File: src/rtl/pps_local_gen.sv
// rtl/pps_local_gen.sv - local 1PPS generator with one-shot signed phase steering
// Defining PPS_ALIGN_EN compiles in GPS coarse-align (synchronizer, ALIGN_WAIT state, Aligned flag).
module pps_local_gen #(
   parameter int CLK_FREQ    = 10_000_000,
   parameter int PULSE_WIDTH = 1_000_000,
   parameter int ADJ_MAX     = 1_000_000,
   parameter int CNT_W       = 24,
   parameter int ALIGN_OFS   = 2
) (
   input  logic             CLK_SYS,
   input  logic             CLK_RST,
   input  logic             _1PPS_GPS,
   input  logic             Align_Req,
   input  logic [CNT_W-1:0] Phase_Adj,
   input  logic             Adj_Valid,
   output logic             Adj_Ready,
   output logic             _1PPS_Local,
   output logic             PPS_Tick,
   output logic             Aligned
);

   localparam logic        [CNT_W-1:0] FREQ_C = CNT_W'(CLK_FREQ);
   localparam logic        [CNT_W-1:0] PW_C   = CNT_W'(PULSE_WIDTH);
   localparam logic        [CNT_W-1:0] OFS_C  = CNT_W'(ALIGN_OFS);
   localparam logic signed [CNT_W-1:0] ADJ_HI = CNT_W'(ADJ_MAX);
   localparam logic signed [CNT_W-1:0] ADJ_LO = -ADJ_HI;

   typedef enum logic {ST_RUN = 1'b0, ST_ALIGN_WAIT = 1'b1} state_t;

   state_t                  state_q, state_d;
   logic [CNT_W-1:0]        cnt_q, cnt_d;
   logic [CNT_W-1:0]        period_q, period_d;
   logic [CNT_W-1:0]        adj_pend_q, adj_pend_d;
   logic                    pend_q, pend_d;
   logic                    ready_q, ready_d;
   logic                    pps_q, pps_d;
   logic                    tick_q, tick_d;
   logic                    started_q, started_d;
   logic signed [CNT_W-1:0] adj_in, adj_clamped;
   logic                    wrap, accept;
   logic                    align_enter, align_load;

   assign wrap   = (cnt_q == period_q - 1'b1);
   assign accept = Adj_Valid & ready_q;

   always_comb begin
      adj_in      = $signed(Phase_Adj);
      adj_clamped = adj_in;
      if (adj_in > ADJ_HI) begin
         adj_clamped = ADJ_HI;
      end else if (adj_in < ADJ_LO) begin
         adj_clamped = ADJ_LO;
      end
   end

`ifdef PPS_ALIGN_EN
   // e0/e1 are the synchronized GPS level and its one-cycle-delayed copy.
   logic gps_meta_q, gps_meta_d;
   logic e0_q, e0_d;
   logic e1_q, e1_d;
   logic aligned_q, aligned_d;
   logic gps_edge;

   assign gps_edge = e0_q & ~e1_q;

   always_comb begin
      state_d     = state_q;
      align_enter = 1'b0;
      align_load  = 1'b0;
      case (state_q)
         ST_RUN: begin
            if (Align_Req) begin
               state_d     = ST_ALIGN_WAIT;
               align_enter = 1'b1;
            end
         end
         ST_ALIGN_WAIT: begin
            if (gps_edge) begin
               state_d    = ST_RUN;
               align_load = 1'b1;
            end
         end
         default: state_d = ST_RUN;
      endcase
   end

   always_comb begin
      gps_meta_d = _1PPS_GPS;
      e0_d       = gps_meta_q;
      e1_d       = e0_q;
      aligned_d  = aligned_q;
      if (align_enter) begin
         aligned_d = 1'b0;
      end else if (align_load) begin
         aligned_d = 1'b1;
      end
   end

   always_ff @(posedge CLK_SYS) begin
      if (CLK_RST) begin
         gps_meta_q <= 1'b0;
         e0_q       <= 1'b0;
         e1_q       <= 1'b0;
         aligned_q  <= 1'b0;
      end else begin
         gps_meta_q <= gps_meta_d;
         e0_q       <= e0_d;
         e1_q       <= e1_d;
         aligned_q  <= aligned_d;
      end
   end

   assign Aligned = aligned_q;
`else
   logic unused_inputs;

   assign unused_inputs = _1PPS_GPS ^ Align_Req;

   always_comb begin
      state_d     = state_q;
      align_enter = 1'b0;
      align_load  = 1'b0;
   end

   assign Aligned = 1'b1;
`endif

   // The first cycle after reset only arms the counter, so the first pulse lands one edge later.
   always_comb begin
      started_d = 1'b1;
      cnt_d     = cnt_q;
      period_d  = period_q;
      if (started_q) begin
         if (align_load) begin
            cnt_d    = OFS_C;
            period_d = FREQ_C;
         end else if (wrap) begin
            cnt_d    = '0;
            period_d = pend_q ? (FREQ_C + adj_pend_q) : FREQ_C;
         end else begin
            cnt_d    = cnt_q + 1'b1;
         end
      end
   end

   // A wrap consumes the pending value; a transfer on the same wrap cycle queues for the next one.
   always_comb begin
      pend_d     = pend_q;
      adj_pend_d = adj_pend_q;
      if (wrap && pend_q) begin
         pend_d = 1'b0;
      end
      if (accept) begin
         pend_d     = 1'b1;
         adj_pend_d = $unsigned(adj_clamped);
      end
      if (align_enter) begin
         pend_d = 1'b0;
      end
      ready_d = (state_d == ST_RUN) & ~pend_d;
      pps_d   = started_q & (cnt_q < PW_C);
      tick_d  = started_q & (cnt_q == '0);
   end

   always_ff @(posedge CLK_SYS) begin
      if (CLK_RST) begin
         state_q    <= ST_RUN;
         cnt_q      <= '0;
         period_q   <= FREQ_C;
         adj_pend_q <= '0;
         pend_q     <= 1'b0;
         ready_q    <= 1'b1;
         pps_q      <= 1'b0;
         tick_q     <= 1'b0;
         started_q  <= 1'b0;
      end else begin
         state_q    <= state_d;
         cnt_q      <= cnt_d;
         period_q   <= period_d;
         adj_pend_q <= adj_pend_d;
         pend_q     <= pend_d;
         ready_q    <= ready_d;
         pps_q      <= pps_d;
         tick_q     <= tick_d;
         started_q  <= started_d;
      end
   end

   assign Adj_Ready   = ready_q;
   assign _1PPS_Local = pps_q;
   assign PPS_Tick    = tick_q;

endmodule

File: config.mk
export PLATFORM = sky130hd
export DESIGN_NAME = pps_local_gen
export DESIGN_NICKNAME = d
export VERILOG_FILES = /design/src/rtl/pps_local_gen.sv
export SDC_FILE = /design/constraint.sdc
export NUM_CORES = 1
export LEC_CHECK = 0
export BUFFER_PORTS_ARGS = -buffer_cell sky130_fd_sc_hd__buf_2
export CAP_MARGIN = 40
export CORE_ASPECT_RATIO = 1.5
export CORE_MARGIN = 2
export CORE_UTILIZATION = 52
export DETAILED_ROUTE_END_ITERATION = 10
export GPL_TIMING_DRIVEN = 0
export HOLD_SLACK_MARGIN = 0.15
export PLACE_DENSITY = 0.73
export SLEW_MARGIN = 20
export SYNTH_ARGS = -nofsm -noshare
export SYNTH_HDL_FRONTEND = slang
export SYNTH_SLANG_ARGS = --single-unit
File: constraint.sdc
create_clock -name CLK_SYS -period 2.59 [get_ports CLK_SYS]
set_clock_uncertainty 0.05 [all_clocks]
set_input_delay 0.1295 -clock CLK_SYS [delete_from_list [all_inputs] [get_ports CLK_SYS]]
set_output_delay 0.1295 -clock CLK_SYS [all_outputs]
set_load 0.005 [all_outputs]
==> run metrics <==
global-route wire length before repair 20,600 um; worst slack at placement -0.725 ns; Antenna Nets Post-Route 0; Synth Net Count 578; worst hold slack 0.172 ns; Crit-path slowest cell or4_4; Flop pwr share 0.446; Detailed Route WL 13,000 um; Port-buffer cells 28; Initial Util 0.532; Distinct cells, synth 61; CP Class reg -> reg; top-count cell post-synth dfxtp_1; Comb pwr share 0.089; violated checks negative setup slack; Slew HR 0.456; EDFF count, synth 0; Longest Clk Path Bufs 2; Slew @ Worst Pin 0.815 ns; net switching power 0.000691 W; Int Power 0.00211 W; CP startpoint kind flip-flop; crit end category flip-flop; Worst Hold Launch Phase_Adj[23]; footprint of the multi-input gates 0.00303 mm2; Critical Path AT 3.11 ns; placed wire-length estimate 9070 um; row count 41; CTS tree yes; Met1 Wirelength 4700 um; core area 0.00841 mm2; Max Cap Viol 0; Layout area overhead 34.0%; Synthesis Warnings 0; Power Density 467 mW/mm2; Final WS setup -0.381 ns; unrepaired setup endpoints after global routing true; num ports 33; Post-synth top cells 77 x dfxtp_1, 44 x nor2_1, 39 x nand2_1; root buf cell clkbuf_16; cell class contributing the biggest share of worst-path delay simple AND/OR/NAND/NOR gates; Vert. Die Dim 118 um; met2 wire length 7100 um; initial antenna violation count 0; largest family of logic cells by synthesized area simple AND/OR/NAND/NOR gates; synthesized area 0.00447 mm2; Fmax 0.337 GHz; async set or reset register ratio after synthesis 0; grt ovf 0; CP peak stage delay 0.50 ns; Worst Path Buf+Inv 3; Post-Synthesis Cells 544; Final Hold Fails 0; final core utilization 0.713; vias 4,397; CP Max Fanout 5; Synth top area share 0.345; status finished with violations; Layout Nets 670; Critical Path RT 2.72 ns; HP Class in -> reg; clk sink count 77; Post-Synth Adder-Cell Area 0.0140; sequential fraction of the synthesis area 0.345; multiplexer area fraction after synthesis 0.00699; clock share of power 0.466; DIE WIDTH 79.7 um; register area 0.00157 mm2; post-synthesis compound-gate area fraction 0.169; worst ir drop on vdd 0.406 mV; vias per cell 5.88; residual DRC count 0; Seq cells post-synth 77; routed wl met3 445 um; static leakage 2.32 nW; routed len/inst 17.4 um; # diodes 0; setup_tns -15.43 ns; vias in the first global route 4,324; clk_lat worst skew 0.35 ns; Yosys top cell by area dfxtp_1; GRT Overall Usage 0.281; Area contributors post-synth dfxtp_1 34%, xnor2_1 6.7%, xor2_1 5.7%; Layout fillers 660; final worst path period share 1.15; min Tclk post-route 2.97 ns; CP Launch Point period_q[3]; fraction of layout cells with a size suffix above 1 0.271; Synth Area in XOR/XNOR 0.123; Synth Flop Type dfxtp_1; DRT Pass-1 Iters 4; Switching Share 0.247; Reg clk slew, reported paths 0.06 ns; largest net degree at the start of global routing 15; H-tree lvl count 3; Synth Area in Simple Gates 0.283; Top Layer Used met4; worst reg2reg startpoint period_q[3]; die area 0.00938 mm2; Iteration-0 DRC Markers 250; global placement routability congestion 0.932; Post-Syn Area per Cell 8.22 um2; CTS Buf Count 9; Setup-failing EPs final 50; CP cell instances buf_4 -> or4_4 -> nor3_4 -> mux2_4 -> a2111oi_2 -> and4_1 -> nor3b_4 -> buf_6 -> buf_8 -> nor4_1; Final Max Slew Viols 0
-- placed cells by master (no fill, tap or decap), types with 3 or more instances in the layout --
| cell type | n |
|---|---|
| nand4_1 | 15 |
| nor3_2 | 20 |
| xor2_1 | 28 |
| dfxtp_4 | 5 |
| dlygate4sd3_1 | 18 |
| dfxtp_1 | 68 |
| inv_1 | 25 |
| o21a_1 | 3 |
| buf_2 | 29 |
| nor3_1 | 14 |
| a21oi_1 | 17 |
| inv_6 | 3 |
| clkbuf_1 | 19 |
| or2_2 | 4 |
| and3_1 | 6 |
| nand2_1 | 38 |
| nand3_1 | 16 |
| o21ai_1 | 3 |
| a22o_1 | 22 |
| or4_1 | 4 |
| o21ai_0 | 23 |
| ha_1 | 4 |
| buf_4 | 25 |
| buf_8 | 4 |
| nor2_1 | 44 |
| xnor2_1 | 33 |
| nor4_1 | 15 |
| dfxtp_2 | 4 |
| buf_6 | 12 |
| and4_1 | 3 |
| nor3_4 | 6 |
| clkbuf_16 | 9 |
| a22oi_2 | 8 |
| o22ai_1 | 6 |
| nor4_4 | 4 |
| a31oi_1 | 4 |
| or3_1 | 4 |
| nand2b_1 | 7 |
-- what timing repair did --
item | in CTS | in global routing
gates cloned | 4 | 1
setup buffers | 23 | 10
pin swaps | 35 | 25
endpoints found under the hold margin | 17 | 0
gates resized for setup | 51 | 44
endpoints found under the setup margin | 50 | 66
hold buffers | 18 | 0
-- per-layer routing --
metal | vias to the layer above | global-route usage
met3 | 45 | 0.0429
met4 | 0 | 0.149
li1 | 2165 | -
met1 | 2054 | 0.297
met5 | - | 0
met2 | 133 | 0.518
-- layout make-up --
cell class / instances / share of cell area
multi-input combinational: 410 / 0.506
sequential: 77 / 0.261
timing repair buffer: 83 / 0.114
clock buffer: 10 / 0.0399
buffer: 28 / 0.0280
tap: 107 / 0.0223
inverter: 27 / 0.0173
clock inverter: 6 / 0.0113
-- worst paths after layout --
check / end / slack (ns) / cells after the start
max: cnt_q[13] / -0.38 / 10
min: adj_pend_q[23] / 0.17 / 4
max reg2reg: cnt_q[13] / -0.38 / 10
min reg2reg: period_q[6] / 0.41 / 1
-- worst reg2reg max path, delay by kind of cell (launching register included) --
family                 cells  cell delay, ns
flip-flops                 1            0.36
multiplexers               1            0.36
AND/OR/NAND/NOR            5            1.31
buffers and inverters      3            0.42
AO/OA/AOI/OAI              1            0.33
-- power by group through the flow --
stage	clock network [W]	registers [W]	logic (W)
2_1_floorplan	0	0.00127	0.000135
3_3_place_gp	0	0.00128	0.000196
3_5_place_dp	0	0.00128	0.000201
4_1_cts	0.00131	0.00125	0.000239
5_1_grt	0.00136	0.00125	0.000275
6_report	0.00130	0.00125	0.000248
-- registers in the layout, indices dropped and copies added (netlist names) --
register / count
started_q: 1
cnt_q: 24
PPS_Tick: 1
period_q: 24
Adj_Ready: 1
pend_q: 1
adj_pend_q: 24
_1PPS_Local: 1
-- stage by stage --
step | cell area, um2 | power [W] | std cells
after floorplan | 4560 | 0.00141 | 544
after global placement | 4830 | 0.00147 | 679
after detailed placement | 4830 | 0.00148 | 679
after CTS | 5750 | 0.00280 | 738
after global routing | 5990 | 0.00289 | 748
final | 5990 | 0.00280 | 748
-- logic make-up (layout without fill, tap and decap cells) --
kind of cell    after synthesis  count (layout)
xor+xnor                     63              63
buf+inv                      58             154
fa+ha+maj                     5               5
compound gates              108             108
other cells                   1               1
mux                           3               3
flops                        77              77
simple gates                229             230
Note: power is estimated with default switching activity, not from simulation.
